===== src/rtl/operand_regs_pkg.sv =====
// Shared definitions for the operand register stage: opcodes, flag bit positions, default width.
package operand_regs_pkg;

    localparam int DEF_WIDTH = 8;
    localparam int NFLAGS    = 4;

    typedef enum logic [1:0] {
        OP_HOLD     = 2'b00,
        OP_LOAD_ALU = 2'b01,
        OP_LOAD_LIT = 2'b10,
        OP_CLEAR    = 2'b11
    } op_e;

    localparam int FLAG_Z = 3;
    localparam int FLAG_N = 2;
    localparam int FLAG_C = 1;
    localparam int FLAG_V = 0;

endpackage


===== src/rtl/operand_regs_if.sv =====
// Control-unit side bundle of the operand register stage: write-back data, opcodes and register outputs.
interface operand_regs_if
    import operand_regs_pkg::*;
#(
    parameter int WIDTH = DEF_WIDTH
);

    logic [WIDTH-1:0]  alu_res;
    logic [NFLAGS-1:0] alu_flags;
    logic [WIDTH-1:0]  lit;
    logic [1:0]        op_a;
    logic [1:0]        op_b;
    logic              swap;
    logic              flag_we;
    logic [WIDTH-1:0]  a_out;
    logic [WIDTH-1:0]  b_out;
    logic [NFLAGS-1:0] flags_out;

    modport master (
        output alu_res, alu_flags, lit, op_a, op_b, swap, flag_we,
        input  a_out, b_out, flags_out
    );

    modport slave (
        input  alu_res, alu_flags, lit, op_a, op_b, swap, flag_we,
        output a_out, b_out, flags_out
    );

endinterface


===== src/rtl/operand_reg.sv =====
// One operand register: own opcode wins, else swap takes the peer's pre-edge value, else hold.
// Latency: 1 cycle; no backpressure.
module operand_reg
    import operand_regs_pkg::*;
#(
    parameter int WIDTH = DEF_WIDTH
) (
    input  logic             clk,
    input  logic             rst,
    input  logic [1:0]       op,
    input  logic [WIDTH-1:0] alu_res,
    input  logic [WIDTH-1:0] lit,
    input  logic             swap,
    input  logic [WIDTH-1:0] peer,
    output logic [WIDTH-1:0] q
);

    logic [WIDTH-1:0] nxt;

    always_comb begin
        nxt = q;
        case (op_e'(op))
            OP_HOLD:     nxt = swap ? peer : q;
            OP_LOAD_ALU: nxt = alu_res;
            OP_LOAD_LIT: nxt = lit;
            OP_CLEAR:    nxt = '0;
            default:     nxt = q;
        endcase
    end

    always_ff @(posedge clk or posedge rst) begin
        if (rst) begin
            q <= '0;
        end else begin
            q <= nxt;
        end
    end

endmodule


===== src/rtl/operand_regs.sv =====
// Accumulator A / register B ahead of the ALU operand mux; flags register built only with OPERAND_REGS_STATUS_EN.
// Latency: 1 cycle, outputs straight from registers; no backpressure, the control unit owns sequencing.
module operand_regs
    import operand_regs_pkg::*;
#(
    parameter int WIDTH = DEF_WIDTH
) (
    input  logic          clk,
    input  logic          rst,
    operand_regs_if.slave bus
);

    logic [WIDTH-1:0] a_q;
    logic [WIDTH-1:0] b_q;

    // Each register sees the other's registered value, so a swap is a clean exchange.
    operand_reg #(.WIDTH(WIDTH)) u_reg_a (
        .clk     (clk),
        .rst     (rst),
        .op      (bus.op_a),
        .alu_res (bus.alu_res),
        .lit     (bus.lit),
        .swap    (bus.swap),
        .peer    (b_q),
        .q       (a_q)
    );

    operand_reg #(.WIDTH(WIDTH)) u_reg_b (
        .clk     (clk),
        .rst     (rst),
        .op      (bus.op_b),
        .alu_res (bus.alu_res),
        .lit     (bus.lit),
        .swap    (bus.swap),
        .peer    (a_q),
        .q       (b_q)
    );

    assign bus.a_out = a_q;
    assign bus.b_out = b_q;

`ifdef OPERAND_REGS_STATUS_EN
    logic [NFLAGS-1:0] flags_q;

    always_ff @(posedge clk or posedge rst) begin
        if (rst) begin
            flags_q <= '0;
        end else if (bus.flag_we) begin
            flags_q <= bus.alu_flags;
        end
    end

    assign bus.flags_out = flags_q;
`else
    logic unused_status;

    assign unused_status = ^{bus.flag_we, bus.alu_flags};
    assign bus.flags_out = '0;
`endif

endmodule

===== src/flat_wrapper.sv =====
// flat-port wrapper written by rule: the top's interface ports become plain ports
module operand_regs_flat import operand_regs_pkg::*;
#(
    parameter int WIDTH = DEF_WIDTH
)
  (clk, rst, bus_alu_res, bus_alu_flags, bus_lit, bus_op_a, bus_op_b, bus_swap, bus_flag_we, bus_a_out, bus_b_out, bus_flags_out);
  operand_regs_if #(.WIDTH(WIDTH)) bus_i ();
  input  logic clk;
  input  logic rst;
  input wire logic [$bits(bus_i.alu_res)-1:0] bus_alu_res;
  input wire logic [$bits(bus_i.alu_flags)-1:0] bus_alu_flags;
  input wire logic [$bits(bus_i.lit)-1:0] bus_lit;
  input wire logic [$bits(bus_i.op_a)-1:0] bus_op_a;
  input wire logic [$bits(bus_i.op_b)-1:0] bus_op_b;
  input wire logic [$bits(bus_i.swap)-1:0] bus_swap;
  input wire logic [$bits(bus_i.flag_we)-1:0] bus_flag_we;
  output wire logic [$bits(bus_i.a_out)-1:0] bus_a_out;
  output wire logic [$bits(bus_i.b_out)-1:0] bus_b_out;
  output wire logic [$bits(bus_i.flags_out)-1:0] bus_flags_out;
  assign bus_i.alu_res = bus_alu_res;
  assign bus_i.alu_flags = bus_alu_flags;
  assign bus_i.lit = bus_lit;
  assign bus_i.op_a = bus_op_a;
  assign bus_i.op_b = bus_op_b;
  assign bus_i.swap = bus_swap;
  assign bus_i.flag_we = bus_flag_we;
  assign bus_a_out = bus_i.a_out;
  assign bus_b_out = bus_i.b_out;
  assign bus_flags_out = bus_i.flags_out;
  operand_regs #(.WIDTH(WIDTH)) u_core (.clk(clk), .rst(rst), .bus(bus_i));
endmodule

===== config.mk =====
export PLATFORM = sky130hd
export DESIGN_NAME = operand_regs_flat
export DESIGN_NICKNAME = d
export VERILOG_FILES = /design/src/rtl/operand_regs_pkg.sv /design/src/rtl/operand_regs_if.sv /design/src/rtl/operand_reg.sv /design/src/rtl/operand_regs.sv /design/src/flat_wrapper.sv
export SDC_FILE = /design/constraint.sdc
export NUM_CORES = 1
export LEC_CHECK = 0
export ABC_AREA = 0
export CAP_MARGIN = 20
export CORE_MARGIN = 2
export CORE_UTILIZATION = 44
export DETAILED_ROUTE_END_ITERATION = 10
export GPL_TIMING_DRIVEN = 0
export PLACE_DENSITY = 0.92
export SYNTH_ARGS = -nofsm -noshare
export SYNTH_HDL_FRONTEND = slang
export SYNTH_SLANG_ARGS = --single-unit

===== constraint.sdc =====
create_clock -name clk -period 1.9 [get_ports clk]
set_input_delay 0.19 -clock clk [delete_from_list [all_inputs] [get_ports clk]]
set_output_delay 0.19 -clock clk [all_outputs]
set_load 0.1 [all_outputs]

==> metrics.txt, run 1 <==
RD Place Congestion=0.8379; largest net degree at the start of global routing=17; row cnt=17; fraction of layout cells with a size suffix above 1=14.62%; Max Freq=572.1 MHz; clk_lat worst skew=0.29 ns; YS warnings=0; DRC errors left=0; critical path capture point type=output pin; post-CTS setup buffers=0; Max clock buf depth=2; Synth async-reset ratio=100.0%; Placed Cells=196; Post-synth EDFFs=0; Crit Path Category=reg2out; final cell count without fillers=199; # IOs=48; CTS root buf=clkbuf_4; vias per inst=5.206; hold_buf cts=0; outcome=finished clean; first-pass GRT wire length=4.367 mm; Initial DRT Pass Iterations=4; nature of the critical path startpoint=flop; Hold Violations, Final=0; M1 WL=1.075 mm; gr usage total=21.78%; Starting Density=47.23%; # fillers=208; vias in the first global route=1030; Cell variety after synth=21; core area=2233 sq um; cell leakage power=0.0007399 uW; DP HPWL=1.917 mm; post-CTS sizing=16; Tcrit/Tclk final=92.00%; CTS tree=built; Area contributors post-synth=dfrtp_1, nor2_1, a21oi_1, a211o_1, nor3b_1; WP buf/inv=1; Commonest cells post-synth=nor2_1, dfrtp_1, inv_1, nand2_1, a21oi_1; worst slew pin tran=0.9643 ns; final setup TNS=0 ns; die height=52.96 microns; crit-path cells=dlygate4sd2_1; Mapped Avg Cell Area=8.052 sq um; Syn Inst Count=131; Detail Route Antenna Nets=0; worst hold path class=in2reg; power per cell area=762.2 nW/um^2; CTS clock-pin slew for the worst setup and hold paths=0.10 ns; H-tree levels=1; unrepaired setup endpoints after global routing=false; Clock Skew=0.001675 ns; min Tclk post-route=1.748 ns; Sinks on Clock Net=16; CP Max Fanout=3; #FFs+latches synth=16; die area=2805 sq um; via count=1036; IO Port Bufs=34; Yosys top cell by area=dfrtp_1; mapped cell area=1055 sq um; met3 WL post-DR=189 microns; WL per Instance=13.50 microns; Met2 Wirelength=1.378 mm; relative slew slack=35.97%; GRT Residual Overflow=0; sequential fraction of the synthesis area=37.96%; CP max stage cell=dlygate4sd2_1; Max-Cap Viols=0; arrival time at the worst endpoint=1.56 ns; Inserted Clock Buffers=3; Die Wd=52.96 microns; DR top layer=met4; top-area cell type share of the netlist area=37.96%; worst vdd ir=641.9 uV; Placed Area=1441 sq um; fin. max-slew vios=0; CP peak stage delay=0.87 ns; P&R area growth vs syn=36.89%; post-route cell area=1444 sq um; initial antenna violation count=0; Routed WL=2.687 mm; Setup violations, final=0; CP delay by family, top=buffers and inverters; # diodes=0; required time worst endpoint=1.71 ns; Top FF cell, synth=dfrtp_1; initial DRC count=20; # nets final=201; most numerous cell in the Yosys netlist=nor2_1
## state kept, by name, summed over array words and instances, names as in the netlist
signal	flops
u_core.u_reg_b.q	8
u_core.u_reg_a.q	8
## cell usage in the layout, fill, tap and decap left out, drive strengths merged
| master | count |
|---|---|
| o21ai | 1 |
| clkdlybuf4s50 | 18 |
| a221o | 6 |
| clkbuf | 5 |
| a211o | 9 |
| dfrtp | 16 |
| nor2b | 1 |
| mux2i | 1 |
| and2b | 1 |
| mux2 | 1 |
| or3 | 2 |
| conb | 4 |
| nand2 | 16 |
| nor2 | 21 |
| buf | 13 |
| dlygate4sd2 | 16 |
| inv | 16 |
| nor3b | 9 |
| a21oi | 15 |
## path summary, 6_finish.rpt
| path | depth (start not counted) | to | start | slack (ns) |
|---|---|---|---|---|
| max | 1 | bus_b_out[0] | u_core.u_reg_b.q[0] | 0.15 |
| min reg2reg | 2 | u_core.u_reg_b.q[3] | u_core.u_reg_b.q[3] | 0.57 |
| min in group asynchronous | 2 | u_core.u_reg_a.q[5] | rst | 0.27 |
| max in group asynchronous | 2 | u_core.u_reg_b.q[3] | rst | 1.23 |
| max reg2reg | 3 | u_core.u_reg_b.q[4] | u_core.u_reg_a.q[4] | 0.92 |
| min | 2 | u_core.u_reg_b.q[4] | bus_op_b[0] | 0.14 |
## final cells by class
type | count | area (sq um) | share of cell area (%)
Clock buffer | 3 | 22.52 | 1.560
Tap cell | 28 | 35.03 | 2.426
Timing Repair Buffer | 34 | 320.3 | 22.18
Sequential cell | 16 | 400.4 | 27.73
Buffer | 15 | 110.1 | 7.626
Multi-Input combinational cell | 87 | 495.5 | 34.32
Inverter | 16 | 60.06 | 4.159
## where the power goes
| group | switching [uW] | internal [uW] |
|---|---|---|
| logic | 383 | 131 |
| registers | 26.1 | 374 |
| clock network | 112 | 73.8 |
## routing by layer
metal	GRT usage (%)	vias to the layer above
met3	4.237	6
met5	0	-
met2	39.38	40
met4	8.974	0
met1	24.73	483
li1	-	507
## stage by stage
stage          total power [uW]  utilization, %  hold WS, ns  worst slack, ns
6_report                   1100           64.65       0.1424           0.1520
5_1_grt                    1148           64.65       0.1464           0.1094
4_1_cts                    1107           64.65       0.1370           0.1440
3_5_place_dp              946.8           64.54       0.4522           0.1998
3_3_place_gp              940.0           64.54       0.4461           0.2094
2_1_floorplan             803.3               -       0.1037           0.3591
## cell families after synthesis
group,synth area share (%)
mux,2.017
flops,37.96
simple gates,22.18
other cells,0.3555
buf+inv,16.13
compound gates,21.35
No activity file was read; power rests on OpenSTA's default activity.
==> run 2, diff against run 1 <==
--- a/config.mk
+++ b/config.mk
@@ -9,6 +9,7 @@
 export CAP_MARGIN = 20
 export CORE_MARGIN = 2
 export CORE_UTILIZATION = 44
+export CTS_CLUSTER_DIAMETER = 60
 export DETAILED_ROUTE_END_ITERATION = 10
 export GPL_TIMING_DRIVEN = 0
 export PLACE_DENSITY = 0.92
==> results of run 2 <==
Same layout as run 1: the final DEF is identical, and so are final timing and power.
==> run 3, diff against run 2 <==
--- a/config.mk
+++ b/config.mk
@@ -6,6 +6,7 @@
 export NUM_CORES = 1
 export LEC_CHECK = 0
 export ABC_AREA = 0
+export ABC_CLOCK_PERIOD_IN_PS = 1900
 export CAP_MARGIN = 20
 export CORE_MARGIN = 2
 export CORE_UTILIZATION = 44
==> results of run 3 <==
Same layout as run 1: the final DEF is identical, and so are final timing and power.
